--- config.mk ---
export PLATFORM = sky130hd
export DESIGN_NAME = register_file_flat
export DESIGN_NICKNAME = d
export VERILOG_FILES = /design/src/rtl/register_file_if.sv /design/src/rtl/register_file.sv /design/src/flat_wrapper.sv
export SDC_FILE = /design/constraint.sdc
export NUM_CORES = 1
export LEC_CHECK = 0
export CORE_AREA = 2 2 98 137
export DETAILED_ROUTE_END_ITERATION = 10
export DIE_AREA = 0 0 100 139
export GPL_TIMING_DRIVEN = 0
export HOLD_SLACK_MARGIN = 0.02
export PLACE_DENSITY = 0.74
export SYNTH_ARGS = -nofsm -noshare
export SYNTH_HDL_FRONTEND = slang
export SYNTH_SLANG_ARGS = --single-unit
--- constraint.sdc ---
create_clock -name clock_i -period 2.3 [get_ports clock_i]
set_input_delay 0.46 -clock clock_i [delete_from_list [all_inputs] [get_ports clock_i]]
set_output_delay 0.46 -clock clock_i [all_outputs]
set_load 0.02 [all_outputs]
--- src/rtl/register_file_if.sv ---
// Register bank port bundle: write/clear controls driven by the master,
// read data and conversion window returned by the slave.
interface register_file_if #(
   parameter int DEPTH = 16,
   parameter int WIDTH = 8
);
   localparam int AW = $clog2(DEPTH);

   logic [AW-1:0]      sel_in_i;
   logic [AW-1:0]      sel_out_i;
   logic               load_i;
   logic               clear_i;
   logic [WIDTH-1:0]   in_i;
   logic [WIDTH-1:0]   out_o;
   logic [3*WIDTH-1:0] out_conversion_o;

   modport master (
      output sel_in_i,
      output sel_out_i,
      output load_i,
      output clear_i,
      output in_i,
      input  out_o,
      input  out_conversion_o
   );

   modport slave (
      input  sel_in_i,
      input  sel_out_i,
      input  load_i,
      input  clear_i,
      input  in_i,
      output out_o,
      output out_conversion_o
   );
endinterface

--- src/rtl/register_file.sv ---
// DEPTH x WIDTH register bank: one write port, one combinational read port,
// synchronous clear and a fixed 3-register conversion-data window.
module register_file #(
   parameter int DEPTH     = 16,
   parameter int WIDTH     = 8,
   parameter int CONV_BASE = 0
) (
   input logic             clock_i,
   input logic             rst_ni,
   register_file_if.slave  bus
);
   localparam int AW = $clog2(DEPTH);

   if (DEPTH < CONV_BASE + 3) begin : g_bad_params
      $error("register_file: DEPTH must be >= CONV_BASE+3");
   end

   logic [WIDTH-1:0] regs [DEPTH];
   logic             wr_ok;
   logic             rd_ok;

   // Only reachable when DEPTH is not a power of two.
   assign wr_ok = 32'(bus.sel_in_i) < DEPTH;
   assign rd_ok = 32'(bus.sel_out_i) < DEPTH;

   always_ff @(posedge clock_i or negedge rst_ni) begin
      if (!rst_ni) begin
         for (int i = 0; i < DEPTH; i++) begin
            regs[i] <= '0;
         end
      end else if (bus.clear_i) begin
         for (int i = 0; i < DEPTH; i++) begin
            regs[i] <= '0;
         end
      end else if (bus.load_i && wr_ok) begin
         regs[bus.sel_in_i] <= bus.in_i;
      end
   end

   assign bus.out_o = rd_ok ? regs[bus.sel_out_i] : '0;

   assign bus.out_conversion_o = {
      regs[CONV_BASE+2],
      regs[CONV_BASE+1],
      regs[CONV_BASE]
   };
endmodule

--- src/flat_wrapper.sv ---
// flat-port wrapper written by rule: the top's interface ports become plain ports
module register_file_flat 
#(
   parameter int DEPTH     = 16,
   parameter int WIDTH     = 8,
   parameter int CONV_BASE = 0
)
  (clock_i, rst_ni, bus_sel_in_i, bus_sel_out_i, bus_load_i, bus_clear_i, bus_in_i, bus_out_o, bus_out_conversion_o);
  register_file_if #(.DEPTH(DEPTH), .WIDTH(WIDTH)) bus_i ();
  input logic clock_i;
  input logic rst_ni;
  input wire logic [$bits(bus_i.sel_in_i)-1:0] bus_sel_in_i;
  input wire logic [$bits(bus_i.sel_out_i)-1:0] bus_sel_out_i;
  input wire logic [$bits(bus_i.load_i)-1:0] bus_load_i;
  input wire logic [$bits(bus_i.clear_i)-1:0] bus_clear_i;
  input wire logic [$bits(bus_i.in_i)-1:0] bus_in_i;
  output wire logic [$bits(bus_i.out_o)-1:0] bus_out_o;
  output wire logic [$bits(bus_i.out_conversion_o)-1:0] bus_out_conversion_o;
  assign bus_i.sel_in_i = bus_sel_in_i;
  assign bus_i.sel_out_i = bus_sel_out_i;
  assign bus_i.load_i = bus_load_i;
  assign bus_i.clear_i = bus_clear_i;
  assign bus_i.in_i = bus_in_i;
  assign bus_out_o = bus_i.out_o;
  assign bus_out_conversion_o = bus_i.out_conversion_o;
  register_file #(.DEPTH(DEPTH), .WIDTH(WIDTH), .CONV_BASE(CONV_BASE)) u_core (.clock_i(clock_i), .rst_ni(rst_ni), .bus(bus_i));
endmodule
After elaboration in Yosys (flattened, before gate mapping)
Index checks and enable logic that the tools add are counted.
{"block": "classes", "magnitude_cmp": 3, "muxes": 8, "bitwise_logic": 2, "reduce_logical": 2}
{"op": "$mux W128", "count": 2}
{"op": "$bwmux W128", "count": 1}
{"op": "$bmux W8 S4", "count": 1}
{"op": "$demux W8 S4", "count": 1}
{"op": "$mux W8", "count": 3}
{"op": "$ge A5 B5 Y1 const B", "count": 2}
{"op": "$not A4 Y5", "count": 2}
{"op": "$lt A5 B1 Y1 const B", "count": 1}
{"op": "$reduce_bool A2 Y1", "count": 1}
{"op": "$logic_and A1 B1 Y1", "count": 1}
{"block": "totals", "ff_bits": 128, "in_bits": 20, "wordCells": 31}

Depth between registers and ports, before layout
{"block": "depth", "word_depth": 8, "mapped_depth": 5, "ltp_nobuf": 3}

Worst setup path after synthesis
Ideal clock, no wire load.
{"block": "synth_timing", "path_kind": "input -> output", "from": "input port bus_sel_out_i[0]", "to": "output port bus_out_o[6]", "arrival_time_ns": 1.587, "required_time_ns": 1.840, "path_slack_ns": 0.253, "path_stages": 5, "path_cell_list": "buf_6 buf_4 mux4_2 a22oi_1 nand2_1"}
{"block": "synth_via", "elab_chain_cells": 4}
{"element": "start: declaration", "line_no": "flat_wrapper.sv:13", "rtl": "input wire logic [$bits(bus_i.sel_out_i)-1:0] bus_sel_out_i;"}
{"element": "$not A4 Y5 (implied by the code)", "line_no": "register_file.sv:40", "rtl": "assign bus.out_o = rd_ok ? regs[bus.sel_out_i] : '0;"}
{"element": "$bmux W8 S4", "line_no": "register_file.sv:40"}
{"element": "$mux W8 (implied by the code) (2 in series)", "line_no": "register_file.sv:40"}
{"element": "end: declaration", "line_no": "flat_wrapper.sv:17", "rtl": "output wire logic [$bits(bus_i.out_o)-1:0] bus_out_o;"}
Every way passes these cells. The select of a mux whose other input is x is not followed.

Worst setup path in the final report
{"block": "layout_timing", "from": "register u_core.regs[103] (netlist name)", "to": "output port bus_out_o[7]"}
{"block": "layout_via", "elab_chain_cells": 3}
{"element": "start: declaration", "line_no": "register_file.sv:18", "rtl": "logic [WIDTH-1:0] regs [DEPTH];"}
{"element": "start signal: indexed assignment", "line_no": "register_file.sv:36", "rtl": "regs[bus.sel_in_i] <= bus.in_i;"}
{"element": "$bmux W8 S4", "line_no": "register_file.sv:40"}
{"element": "$mux W8 (implied by the code) (2 in series)", "line_no": "register_file.sv:40"}
Every way passes these cells. The select of a mux whose other input is x is not followed.

==> flow_summary.ini <==
[hold_path]
holdPathEnd = u_core.regs[23]
hold_start = bus_in_i[7]
hold_path_depth = 3
hold_class = primary input to flip-flop

[power_and_ir_drop]
vdd_drop_max_v = 0.000593
fin_total_pwr_mw = 5.64
p_leak_nw = 3.28
p_per_area_nw_per_um2 = 696

[timing]
slew_viol_final = 0
period_share = 1.02
setup_viol = 5
fmax_ghz = 0.427
setup_slack_ns = -0.0410
relSlewSlack = 0.471
finalHoldViolCount = 0
clock_skew_ns = 0
min_period_ns = 2.34
rsz0062_at_grt = yes
worst_pin_slew_ns = 0.793

[setup_path]
worstSetupStartpointType = flip-flop
worstSetupPathType = flip-flop to primary output
crit_path_start = u_core.regs[103]
critPathMaxFanout = 2
reg2reg_to = u_core.bus.out_conversion_o[2]
r2r_start = u_core.bus.out_conversion_o[2]
worstRegToRegCells = 3
cp.arrival_ns = 1.88
worstPathRequired_ns = 1.84
crit_path_end_kind = primary output
r2r_setup_slack_ns = 1.38

[route]
vias_per_cell = 6.86
num_vias = 6437
wl_met3_um = 2230
postRouteAntennaNets = 0
wl_per_cell_um = 24.7
wl_met1_um = 7870
firstDrtPassIters = 8
routed.top_layer = met4
totalWireLength_um = 23200
drc = 0
drt-initial-drc-count = 808
wl_met2_um = 11300

[cts]
clock_latency_ns = 0.42
clock_sinks = 128
clk_pin_slew_ns = 0.06
htree_levels = 4
root_buffer = clkbuf_16
cts_inserted_buffers = 17
cts_buffer_depth = 2
cts_tree = yes

[logic_synthesis]
synth_area_sq_um = 6810
synth_common_cells = nand3_1 (129), a21oi_1 (128), dfrtp_1 (128), o21ai_0 (121), clkbuf_1 (63)
synthDistinctLibCells = 29
syn-instance-count = 706
synthArstFlopShare = 1.00
yosysTopAreaCell = dfrtp_1
avgSynthCellArea_sq_um = 9.65
yosys_warnings = 0
ys.flop_type = dfrtp_1
synthTopCellsByArea = dfrtp_1 (47%), nand3_1 (9.5%), a21oi_1 (9.4%)
yosysTopAreaCellShare = 0.470
synth-seq-cells = 128
synth.net_count = 726
synth_edf_count = 0
yosysSeqAreaShare = 0.470
yosysMostFrequentCell = nand3_1

[place]
preCtsSetupSlack_ns = -0.900
place_congestion = 0.946
placed_area_sq_um = 7440
io_buffers = 41
hpwl_um = 15600
dp.cells = 901

[outcome]
outcome = finished with violations
violations = setup timing

[layout]
layout-drive-gt1-share = 0.183
diodes = 0
syn2layout_area_growth_pct = 19.0
finish.utilization = 0.636
fin_cells = 939
nNetsFinal = 794
design_area_sq_um = 8110

[global_routing]
antenna_found_initial = 0
grt_max_degree = 103
grt_overflow = 0
track_usage = 0.343
grt_pass1_wl_um = 35900
grt_pass1_vias = 6566

[die]
die-area_sq_um = 13900
design.core.area_sq_um = 12800
num_io_pins = 52
die_h_um = 139
initial_utilization = 0.534
die_w_um = 100
rows = 49

[run]
drv_cap = 0
-- state kept, by name, summed over array words and instances (netlist names) --
name	count
u_core.bus.out_conversion_o	24
u_core.regs	104
-- layout by cell type (no fill, tap or decap), drive strengths merged, types with 4 or more instances in the layout --
master / instances
clkinv: 4
nand2: 9
dfrtp: 128
o21ai: 128
buf: 69
a22oi: 16
a21oi: 128
clkdlybuf4s50: 30
nand3: 129
mux4: 32
clkbuf: 85
-- routing by layer --
metal / vias to the layer above / global-route usage
met5: - / 0
met4: 0 / 0.260
met3: 124 / 0.0721
met2: 525 / 0.536
met1: 3098 / 0.411
li1: 2690 / -
-- metrics by stage --
step	hold slack, ns	TNS (ns)
2_1_floorplan	0.164	0
3_3_place_gp	0.523	-533.40
3_5_place_dp	0.346	-6.68
4_1_cts	0.422	-0.0498
5_1_grt	0.435	-0.149
6_report	0.417	-0.107
-- layout make-up --
type | count | area [sq um]
fill | 1034 | 4650
sequential | 128 | 3200
multi-input combinational | 460 | 2990
buffer | 117 | 641
timing repair buffer | 50 | 484
clock buffer | 21 | 460
tap | 153 | 191
clock inverter | 10 | 136
-- cells by family (layout without fill, tap and decap cells) --
| family | after synthesis | count (layout) | synth area share |
|---|---|---|---|
| multiplexers | 32 | 32 | 0.113 |
| flip-flops | 128 | 128 | 0.470 |
| buffers and inverters | 118 | 198 | 0.0927 |
| AO/OA/AOI/OAI | 272 | 272 | 0.206 |
| AND/OR/NAND/NOR | 156 | 156 | 0.118 |
-- worst max path at each step --
stage                            to  slack, ns
floorplan              bus_out_o[6]       0.25
global placement    u_core.regs[29]      -4.13
detailed placement     bus_out_o[3]      -0.90
CTS                    bus_out_o[7]      -0.04
global route           bus_out_o[7]      -0.05
finish                 bus_out_o[7]      -0.04
-- worst max-delay path: stages, from the launching register on --
cell and delay (ns):
dfrtp_1 0.38, mux4_4 0.64, a22oi_2 0.21, nand2_2 0.09
buf_6 0.14
-- power breakdown --
group | internal (mW) | total (mW) | switching, mW
Sequential | 2.28 | 2.30 | 0.0171
Clock | 1.75 | 2.78 | 1.03
Combinational | 0.157 | 0.560 | 0.403
Total | 4.19 | 5.64 | 1.45
-- repair_timing --
action,4_1_cts,5_1_grt
hold buffers,1,0
pin swaps,7,4
gates resized for setup,64,8
endpoints found under the setup margin,8,8
hold endpoints to repair,26,0
setup buffers,7,0
Note: power is estimated with default switching activity, not from simulation.
